==> src/rtl/uart_tx_scheduler.sv <==
// Round-robin scheduler sharing one 32-bit UART transmitter among N_REQ word producers.
// Grants one requester, loads/starts the transmitter, waits out the frame, then acks.
module uart_tx_scheduler #(
    parameter int N_REQ         = 4,
    parameter int START_TIMEOUT = 16,
    parameter int GAP_CYCLES    = 0,
    localparam int GW = (N_REQ > 1) ? $clog2(N_REQ) : 1
) (
    input  logic                 i_clk,
    input  logic                 _rst,
    input  logic [N_REQ-1:0]     req,
    input  logic [32*N_REQ-1:0]  req_data,
    output logic [N_REQ-1:0]     ack,
    output logic                 err,
    output logic [31:0]          tx_data,
    output logic                 tx_fetch,
    output logic                 tx_transmit,
    input  logic                 tx_busy,
    output logic [GW-1:0]        grant_id,
    output logic                 active,
    output logic [2:0]           dbg_state
);

    localparam int CW = (START_TIMEOUT > 2) ? $clog2(START_TIMEOUT) : 1;
    localparam int PW = (GAP_CYCLES > 1) ? $clog2(GAP_CYCLES + 1) : 1;

    typedef enum logic [2:0] {
        IDLE      = 3'd0,
        LOAD      = 3'd1,
        START     = 3'd2,
        WAIT_BUSY = 3'd3,
        WAIT_DONE = 3'd4,
        DONE      = 3'd5,
        GAP       = 3'd6
    } state_t;

    state_t            r_state;
    logic [31:0]       r_tx_data;
    logic [GW-1:0]     r_grant_id;
    logic [GW-1:0]     r_rr;
    logic [N_REQ-1:0]  r_ack;
    logic              r_err;
    logic              r_tx_fetch;
    logic              r_tx_transmit;
    logic              r_active;
    logic [CW-1:0]     r_cnt;
    logic [PW-1:0]     r_gap_cnt;

    logic              w_found;
    logic [GW-1:0]     w_winner;
    logic [N_REQ-1:0]  w_ack_set;

    // Search starts just past the last winner so every requester gets a turn.
    always_comb begin
        w_found  = 1'b0;
        w_winner = '0;
        for (int i = 1; i <= N_REQ; i++) begin
            if (!w_found && req[(int'(r_rr) + i) % N_REQ]) begin
                w_found  = 1'b1;
                w_winner = GW'((int'(r_rr) + i) % N_REQ);
            end
        end
    end

    assign w_ack_set = N_REQ'(1) << r_grant_id;

    always_ff @(posedge i_clk or negedge _rst) begin
        if (!_rst) begin
            r_state       <= IDLE;
            r_tx_data     <= '0;
            r_grant_id    <= '0;
            r_rr          <= GW'(N_REQ - 1);
            r_ack         <= '0;
            r_err         <= 1'b0;
            r_tx_fetch    <= 1'b0;
            r_tx_transmit <= 1'b0;
            r_active      <= 1'b0;
            r_cnt         <= '0;
            r_gap_cnt     <= '0;
        end else begin
            case (r_state)
                IDLE: begin
                    if (w_found) begin
                        r_tx_data  <= req_data[32*int'(w_winner) +: 32];
                        r_grant_id <= w_winner;
                        r_rr       <= w_winner;
                        r_tx_fetch <= 1'b1;
                        r_active   <= 1'b1;
                        r_state    <= LOAD;
                    end
                end
                LOAD: begin
                    r_tx_fetch    <= 1'b0;
                    r_tx_transmit <= 1'b1;
                    r_state       <= START;
                end
                START: begin
                    r_tx_transmit <= 1'b0;
                    r_cnt         <= '0;
                    r_state       <= WAIT_BUSY;
                end
                WAIT_BUSY: begin
                    // The DONE cycle lands START_TIMEOUT cycles after START.
                    if (tx_busy) begin
                        r_state <= WAIT_DONE;
                    end else if (int'(r_cnt) == START_TIMEOUT - 2) begin
                        r_err   <= 1'b1;
                        r_ack   <= w_ack_set;
                        r_state <= DONE;
                    end else begin
                        r_cnt <= r_cnt + 1'b1;
                    end
                end
                WAIT_DONE: begin
                    if (!tx_busy) begin
                        r_ack   <= w_ack_set;
                        r_state <= DONE;
                    end
                end
                DONE: begin
                    r_ack     <= '0;
                    r_err     <= 1'b0;
                    r_active  <= 1'b0;
                    r_gap_cnt <= '0;
                    r_state   <= (GAP_CYCLES > 0) ? GAP : IDLE;
                end
                GAP: begin
                    if (int'(r_gap_cnt) == GAP_CYCLES - 1) begin
                        r_state <= IDLE;
                    end else begin
                        r_gap_cnt <= r_gap_cnt + 1'b1;
                    end
                end
                default: r_state <= IDLE;
            endcase
        end
    end

    assign ack         = r_ack;
    assign err         = r_err;
    assign tx_data     = r_tx_data;
    assign tx_fetch    = r_tx_fetch;
    assign tx_transmit = r_tx_transmit;
    assign grant_id    = r_grant_id;
    assign active      = r_active;
    assign dbg_state   = r_state;

endmodule

==> config.mk <==
export PLATFORM = sky130hd
export DESIGN_NAME = uart_tx_scheduler
export DESIGN_NICKNAME = d
export VERILOG_FILES = /design/src/rtl/uart_tx_scheduler.sv
export SDC_FILE = /design/constraint.sdc
export NUM_CORES = 1
export LEC_CHECK = 0
export ABC_AREA = 1
export BUFFER_PORTS_ARGS = -buffer_cell sky130_fd_sc_hd__buf_4
export CELL_PAD_IN_SITES_DETAIL_PLACEMENT = 1
export CELL_PAD_IN_SITES_GLOBAL_PLACEMENT = 1
export CORE_ASPECT_RATIO = 0.75
export CORE_UTILIZATION = 33
export CTS_BUF_LIST = sky130_fd_sc_hd__clkbuf_4
export CTS_CLUSTER_DIAMETER = 60
export DETAILED_ROUTE_END_ITERATION = 10
export GPL_TIMING_DRIVEN = 0
export PLACE_DENSITY_LB_ADDON = 0.1
export SKIP_CTS_REPAIR_TIMING = 1
export SYNTH_ARGS = -nofsm -noshare
export SYNTH_HDL_FRONTEND = slang
export SYNTH_SLANG_ARGS = --single-unit
==> constraint.sdc <==
create_clock -name i_clk -period 2.54 [get_ports i_clk]
set_input_delay 0.254 -clock i_clk [delete_from_list [all_inputs] [get_ports i_clk]]
set_output_delay 0.254 -clock i_clk [all_outputs]
set_load 0.005 [all_outputs]
# After elaboration in Yosys (flattened, before gate mapping)
# Cells that the tools add are included.
[word_totals] wordCells=102 input_bits=135 out_inout_bits=45 register_bits=51
[classes] magnitude_cmp=4 n_shift=2 bitwise=5 n_eq_ne=13 n_mux=39 addsub=5 n_reduce_logical=24
[ops] operator="128-bit by 8-bit variable part select with 32-bit output" count=1
[ops] operator="4-bit 2-to-1 mux" count=5
[ops] operator="3-bit one-hot mux with 6 select lines" count=1
[ops] operator="3-bit by 4-bit < comparator with 1-bit output (second input constant)" count=4
[ops] operator="1-bit 2-to-1 mux" count=15
[ops] operator="3-bit 2-to-1 mux" count=4
[ops] operator="4-bit one-hot mux with 3 select lines" count=1
[ops] operator="2-bit != test (second input constant)" count=5
[ops] operator="2-bit nonzero test" count=5
[ops] operator="3-bit == test (second input constant)" count=3
[ops] operator="1-bit binary-select mux with 2-bit select" count=4
[ops] operator="2-bit 2-to-1 mux" count=4
[ops] operator="1-bit one-hot mux with 2 select lines" count=4
[ops] operator="4-bit one-hot mux with 2 select lines" count=1
[ops] operator="4-bit AND reduction" count=2
[ops] operator="2-bit OR reduction" count=4
[ops] operator="3-bit by 2-bit == test with 1-bit output (second input constant)" count=2
[ops] operator="2-bit AND reduction" count=3
[ops] operator="3-bit AND reduction" count=2
[ops] operator="2-bit by 1-bit adder with 2-bit output (second input constant)" count=2
[ops] operator="2-bit adder (second input constant)" count=2
[ops] operator="4-bit by 1-bit adder with 4-bit output (second input constant)" count=1
[ops] operator="1-bit AND (first input constant)" count=4
[ops] operator="4-bit by 2-bit == test with 1-bit output (second input constant)" count=1
[ops] operator="8 further kinds" count=12

# Longest topological paths before layout
# Gate-level depths: netlist of the first run.
[logic_depth] ltp_word=18 mapped_depth=16 ltp_nobuf=14

# Worst setup path before layout of the first run
# Ideal clock, no wire load.
[synth_path] kind="register to register" start="reg r_rr[0]" end="reg r_tx_data[13], in the netlist tx_data[13]" arrival_ns=1.819 path_buffers=2 synth_period_minus_slack_ns=1.943 setup_slack_ns=0.597 stages_incl_launch_ff=15 required_ns=2.416 setup_time_ns=0.124 cell_sequence="dfstp_2 -> buf_6 -> inv_4 -> nand2_1 -> nand2_2 -> nand2_1 -> nand2_2 -> nand2_2 -> nand2_2 -> nand2_4 -> nand3_4 -> clkbuf_2 -> or2_2 -> nand3_1 -> nand3_1"
[synth_between] elab_chain_cells=15 word_cells_on_any_way=32 cone_classes="add/sub: 4; shift: 1; mux: 20; reduce/logical: 7"
[synth_rtl] element="start: declaration" line_no="40" rtl="logic [GW-1:0] r_rr;"
[synth_rtl] element="start signal: assignment" line_no="72" rtl="r_rr <= GW'(N_REQ - 1);"
[synth_rtl] element="start signal: assignment" line_no="86" rtl="r_rr <= w_winner;"
[synth_rtl] element="2-bit by 1-bit adder with 2-bit output" line_no="58, 60"
[synth_rtl] element="1-bit binary-select mux with 2-bit select" line_no="58" rtl="if (!w_found && req[(int'(r_rr) + i) % N_REQ]) begin"
[synth_rtl] element="1-bit 2-to-1 mux (implied by the code) (2 in a row)" line_no="58"
[synth_rtl] element="1-bit 2-to-1 mux" line_no="58"
[synth_rtl] element="1-bit zero test" line_no="58"
[synth_rtl] element="1-bit logical AND" line_no="58"
[synth_rtl] element="1-bit 2-to-1 mux" line_no="58"
[synth_rtl] element="1-bit zero test" line_no="58"
[synth_rtl] element="1-bit logical AND" line_no="58"
[synth_rtl] element="1-bit 2-to-1 mux" line_no="58"
[synth_rtl] element="1-bit zero test" line_no="58"
[synth_rtl] element="1-bit logical AND" line_no="58"
[synth_rtl] element="2-bit 2-to-1 mux / 1-bit 2-to-1 mux (equally long branches)" line_no="58"
[synth_rtl] element="128-bit by 8-bit variable part select with 32-bit output / 2-bit AND reduction (equally long branches)"
[synth_rtl] element="end signal: assignment" line_no="84" rtl="r_tx_data <= req_data[32*int'(w_winner) +: 32];"
[synth_rtl] element="end: declaration" line_no="38" rtl="logic [31:0] r_tx_data;"
# Parallel ways exist; a longest one is shown, timed or not. The select of a mux whose other input is x is not followed.
# A chain may end at the register's enable or synchronous reset.

# Worst setup path in the final report of the first run
[layout_path] start="reg r_rr[0]" end="reg r_tx_data[1], in the netlist tx_data[1]"
# The elaborated chain is that of the path after synthesis.

==> results of run 1 <==
-- layer usage --
| layer | part of all wire | up-vias | track usage | wire, µm |
|---|---|---|---|---|
| li1 | - | 2241 | - | - |
| met3 | 0.055 | 11 | 0.05176 | 785 |
| met5 | 0 | - | 0 | 0 |
| met4 | 0.0081 | 0 | 0.05294 | 116 |
| met1 | 0.45 | 2135 | 0.3060 | 6456 |
| met2 | 0.49 | 124 | 0.4090 | 7025 |
-- worst max-delay path by stage --
stage	from	end	slack, ps	depth (start not counted)
3_5_place_dp	r_rr[0]$_DFFE_PN1P_	tx_data[4]$_DFFE_PN0P_	220	15
5_1_grt	r_rr[0]$_DFFE_PN1P_	tx_data[13]$_DFFE_PN0P_	20	12
6_report	r_rr[0]$_DFFE_PN1P_	tx_data[1]$_DFFE_PN0P_	190	13
2_1_floorplan	r_rr[0]$_DFFE_PN1P_	tx_data[13]$_DFFE_PN0P_	600	14
3_3_place_gp	r_rr[0]$_DFFE_PN1P_	tx_data[1]$_DFFE_PN0P_	280	13
4_1_cts	r_rr[0]$_DFFE_PN1P_	tx_data[4]$_DFFE_PN0P_	190	15
-- flip-flops by register name, indices dropped and copies added (netlist names) --
name and cells:
r_rr 2, dbg_state 3, err 1, tx_data 32
active 1, tx_transmit 1, r_cnt 4, tx_fetch 1
grant_id 2, ack 4
-- cells by family (layout without fill, tap and decap cells) --
kind of cell | count (synthesis) | in the layout | share of synthesized area
and+or+nand+nor | 376 | 376 | 0.4637
buffers and inverters | 151 | 339 | 0.1661
DFF | 51 | 51 | 0.3253
AOI/OAI and AO/OA | 24 | 24 | 0.03851
adders and majority gates | 2 | 2 | 0.006364
-- through the flow --
stage                     area [µm²]  power, W  worst slack [ps]  hold slack (ps)
after CTS                       5544  0.008151             186.3           -121.0
after detailed placement        5478  0.007675             220.6            348.9
final                           5555  0.008078             193.6            152.4
after floorplan                 3931  0.005593             596.8           -41.59
after global routing            5555  0.008919             23.68            142.1
after global placement          5478  0.007461             279.7            345.4
-- area by class of cell --
type                    count  area share
multi-input cells         402      0.3599
repair buffers            180      0.2437
flip-flops and latches     51      0.2302
inverters                 121     0.08221
well taps                 162     0.03649
plain buffers              30     0.03559
clock buffers               5    0.006757
clock inverters             3    0.005180
-- placed cells by master, fill, tap and decap left out, types with 3 or more instances in the layout --
master,Yosys,routed
a21oi_1,6,6
buf_1,4,4
buf_2,9,9
buf_4,5,184
buf_6,7,7
clkbuf_1,4,3
clkbuf_4,0,5
dfrtp_1,49,49
inv_1,117,117
inv_2,3,3
nand2_1,181,181
nand2_2,9,9
nand2_4,3,3
nand3_1,92,92
nand4_1,31,31
nor2_1,8,8
nor3_1,8,8
o21ai_0,11,11
or2_1,32,32
or2_2,3,3
-- where the power goes --
| part | leakage, nW | switching, W | internal, W |
|---|---|---|---|
| combinational | 2.54 | 0.00376 | 0.00239 |
| sequential | 0.629 | 0.000262 | 0.00123 |
| clock | 0.0373 | 0.000318 | 0.000119 |
| total | 3.21 | 0.00434 | 0.00374 |
-- critical path, cell delays in order (launching register included) --
cell and delay [ps]:
dfstp_2 560, buf_6 150, nand2_1 60, nand2_1 130
nand2_1 90, nand2_2 120, inv_2 80, nand3_4 130
buf_1 440, nand4_1 150, nand3_1 130, nand2_1 60
nand2_1 110, nand2_1 60
==> metrics.txt, run 1 <==
reg-to-reg slack, setup=190 ps; I/O pins=180; highest net fanout along the worst path=10; H-tree depth=2; Synth area leaders=dfrtp_1, nand2_1, nand3_1, inv_1, or2_1; number of synthesized register bits=51; die boundary height=96.53 µm; minimum clock period=2346 ps; routed via count=4511; count of yosys warnings during synthesis=0; most frequently used flop master after synthesis=dfrtp_1; clock tree from TritonCTS=done; wire length per cell=15.08 µm; insertion delay of the later-clocked pin in the worst-skew pair=410 ps; Max Slew Vio Count=0; worst flop-to-flop path endpoint=tx_data[1]$_DFFE_PN0P_; Setup Total Neg Slack=0 ps; Die Outline Area=12360 µm²; WP data required=2860 ps; count of unique library cells instantiated by Yosys=35; non-filler cells in the finished layout=954; core outline area=11610 µm²; FF-to-FF Start=r_rr[0]$_DFFE_PN1P_; number of buffers added by the clock tree synthesis step=5; DRC=0; net total in the final layout=928; post-synthesis instance area=3931 µm²; category of the worst setup path launch point=flip-flop; number of antenna repair diodes=0; Sinks on Clock Net=51; share of the yosys chip area belonging to registers=0.3253; number of cells on the worst reg-to-reg path=13; Hold Path Origin=req_data[49]; wire length of the first global-routing pass=22710 µm; die width=128.0 µm; final hold viol count=0; async set-or-reset flop fraction in the synthesized netlist=1.000; area taken by flip-flops and latches=1279 µm²; fraction of layout instances using a drive strength above 1=0.3043; first-pass detailed-route iteration total=4; count of input and output buffers=179; maxcap violations=0; net count after synthesis=741; final setup violating endpoints=0; Max Clock Skew=15.42 ps; drt first-iter violations=153; via count normalized by instance count=4.729; DPL Wire Length=11570 µm; top cells by instance count after synthesis=nand2_1, inv_1, nand3_1; starting density of the core=0.3385; setup repair after global routing missed its margin=no; kind of end point of the critical path=flip-flop; worst IR drop on VDD=0.6060 mV; final worst path period share=0.9238; Site Rows=34; hold worst-path end=tx_data[17]$_DFFE_PN0P_; Critical Path AT=2670 ps; worst max-slew margin expressed relative to the limit=0.5324; total power per unit cell area=1454 nW/µm²; clock-pin slew on the worst setup and hold paths=180 ps; global route overflow=0; static leakage power=3.206 nW; area growth from synthesis to layout=41.31%; cell count after placement=945; fraction of post-synthesis cell area in the top cell type by area=0.3119; total length of routed wires=14380 µm; number of flops mapped to enable cells by yosys=0; Multi-input gate area=1999 µm²; post-synthesis cell type with the largest combined area=dfrtp_1; Post-DRT Antenna Nets=0; initial antenna violation count=0; master cell of the clock root buffer=clkbuf_4; total global-route track usage=0.2372; Post-Syn Instances=604; number of fillers in the final layout=1575; Crit Path Category=reg2reg; Finished Core Util=0.4783; transition time of the tightest slew-check pin=701.4 ps; type of the most critical hold path=in2reg; number of buffers on the longest clock path=2; number of global-route vias before repair=4633; most frequent cell after synthesis=nand2_1; pin count of the biggest net entering global routing=52; result of the run=complete, no violations; timing-limited maximum frequency=426.2 MHz; Hold Path Stages=4; mean cell area of the mapped netlist=6.509 µm²; routability-driven placement congestion ratio=0.8692
Power figures use the tool's default switching activity.
==> run 2, diff against run 1 <==
- REMOVE_ABC_BUFFERS: default -> 1
==> metrics.txt, run 2 (synthesized netlist as in run 1, its figures left out) <==
total global-route track usage=0.2095; Hold Path Origin=req_data[120]; final hold slack=158.3 ps; fraction of layout instances using a drive strength above 1=0.3267; result of the run=complete, no violations; drt first-iter violations=153; Setup Total Neg Slack=0 ps; Hold Path Stages=4; final worst path period share=0.9971; routed via count=4697; Critical Path AT=2860 ps; worst max-slew margin expressed relative to the limit=0.3325; count of input and output buffers=179; WP data required=2870 ps; core outline area=11610 µm²; area growth from synthesis to layout=48.98%; leading cell type in the layout, fill and taps excluded=buf_4; kind of end point of the critical path=flip-flop; I/O pins=180; first-pass detailed-route iteration total=4; minimum clock period=2533 ps; number of global-route vias before repair=4266; insertion delay of the later-clocked pin in the worst-skew pair=410 ps; Die Outline Area=12360 µm²; final setup violating endpoints=0; clock-pin slew on the worst setup and hold paths=180 ps; die width=128.0 µm; Site Rows=34; total length of routed wires=16480 µm; die boundary height=96.53 µm; Crit Path Category=reg2reg; timing-limited maximum frequency=394.8 MHz; DRC=0; number of fillers in the final layout=1552; net total in the final layout=938; master cell of the clock root buffer=clkbuf_4; highest net fanout along the worst path=12; via count normalized by instance count=4.872; pin count of the biggest net entering global routing=99; Post-DRT Antenna Nets=0; PnR Total Power=0.009129 W; worst IR drop on VDD=0.4756 mV; most frequent cells in the layout=buf_4, nand2_1, inv_1; hold worst-path end=tx_data[24]$_DFFE_PN0P_; number of buffers on the longest clock path=2; FF-to-FF Start=r_rr[0]$_DFFE_PN1P_; maxcap violations=0; wire length of the first global-routing pass=20310 µm; transition time of the tightest slew-check pin=997.6 ps; static leakage power=3.309 nW; reg-to-reg slack, setup=7 ps; Max Slew Vio Count=0; Max Clock Skew=28.64 ps; area taken by flip-flops and latches=1282 µm²; final hold viol count=0; Sinks on Clock Net=51; starting density of the core=0.3385; initial antenna violation count=0; number of cells on the worst reg-to-reg path=14; worst flop-to-flop path endpoint=tx_data[9]$_DFFE_PN0P_; global route overflow=0; number of antenna repair diodes=0; DPL Wire Length=9672 µm; wire length per cell=17.09 µm; clock tree from TritonCTS=done; total power per unit cell area=1559 nW/µm²; category of the worst setup path launch point=flip-flop; H-tree depth=2; Multi-input gate area=2251 µm²; number of buffers added by the clock tree synthesis step=5; number of flip-flops in the largest register=32; routability-driven placement congestion ratio=0.8375; type of the most critical hold path=in2reg
-- run 2: final cells by class --
type | instances | share of cell area
clock buffer | 6 | 0.007691
timing repair buffer | 203 | 0.2720
sequential | 51 | 0.2190
inverter | 121 | 0.07904
clock inverter | 2 | 0.002136
tap | 162 | 0.03461
multi-input combinational | 418 | 0.3843
timing repair inverter | 1 | 0.001282
-- run 2: how the worst max path moves through the flow --
stage	start	endpoint	slack, ps	cells after the start
3_3_place_gp	r_rr[0]$_DFFE_PN1P_	tx_data[14]$_DFFE_PN0P_	-750	10
5_1_grt	r_rr[0]$_DFFE_PN1P_	tx_data[9]$_DFFE_PN0P_	-160	14
3_5_place_dp	r_rr[0]$_DFFE_PN1P_	tx_data[13]$_DFFE_PN0P_	-880	10
6_report	r_rr[0]$_DFFE_PN1P_	tx_data[9]$_DFFE_PN0P_	7	14
2_1_floorplan	r_rr[0]$_DFFE_PN1P_	tx_data[13]$_DFFE_PN0P_	-110	10
4_1_cts	r_rr[0]$_DFFE_PN1P_	tx_data[13]$_DFFE_PN0P_	-930	10
-- run 2: stage by stage --
| stage | area [µm²] | instances | util | setup WS, ps |
|---|---|---|---|---|
| 2_1_floorplan | 3735 | 574 | - | -108.5 |
| 3_5_place_dp | 5281 | 915 | 0.4548 | -875.5 |
| 4_1_cts | 5339 | 923 | 0.4597 | -927.1 |
| 3_3_place_gp | 5281 | 915 | 0.4548 | -754.6 |
| 5_1_grt | 5857 | 964 | 0.5043 | -160.9 |
| 6_report | 5857 | 964 | 0.5043 | 7.251 |
-- run 2: where the power goes --
group	switching (W)	total [W]	internal, W
logic	0.00452	0.00719	0.00267
clock network	0.000290	0.000408	0.000118
registers	0.000296	0.00153	0.00123
-- run 2: routing by layer --
metal | global-route usage | vias up | share of wire
met5 | 0 | - | 0
met4 | 0.03529 | 0 | 0.0099
met1 | 0.2631 | 2248 | 0.45
li1 | - | 2297 | -
met3 | 0.05231 | 18 | 0.067
met2 | 0.3705 | 134 | 0.47
-- run 2: critical path: stages (launching register included) --
cell	delay (ps)
dfstp_4	720
inv_4	100
nand2_1	80
nand2_1	90
nand2_2	120
nand2_4	80
nor2_8	220
nand3_2	240
buf_4	220
nand3_4	200
nand2_1	100
nand3_1	100
nand2_1	60
nand2_1	60
nand2_1	60
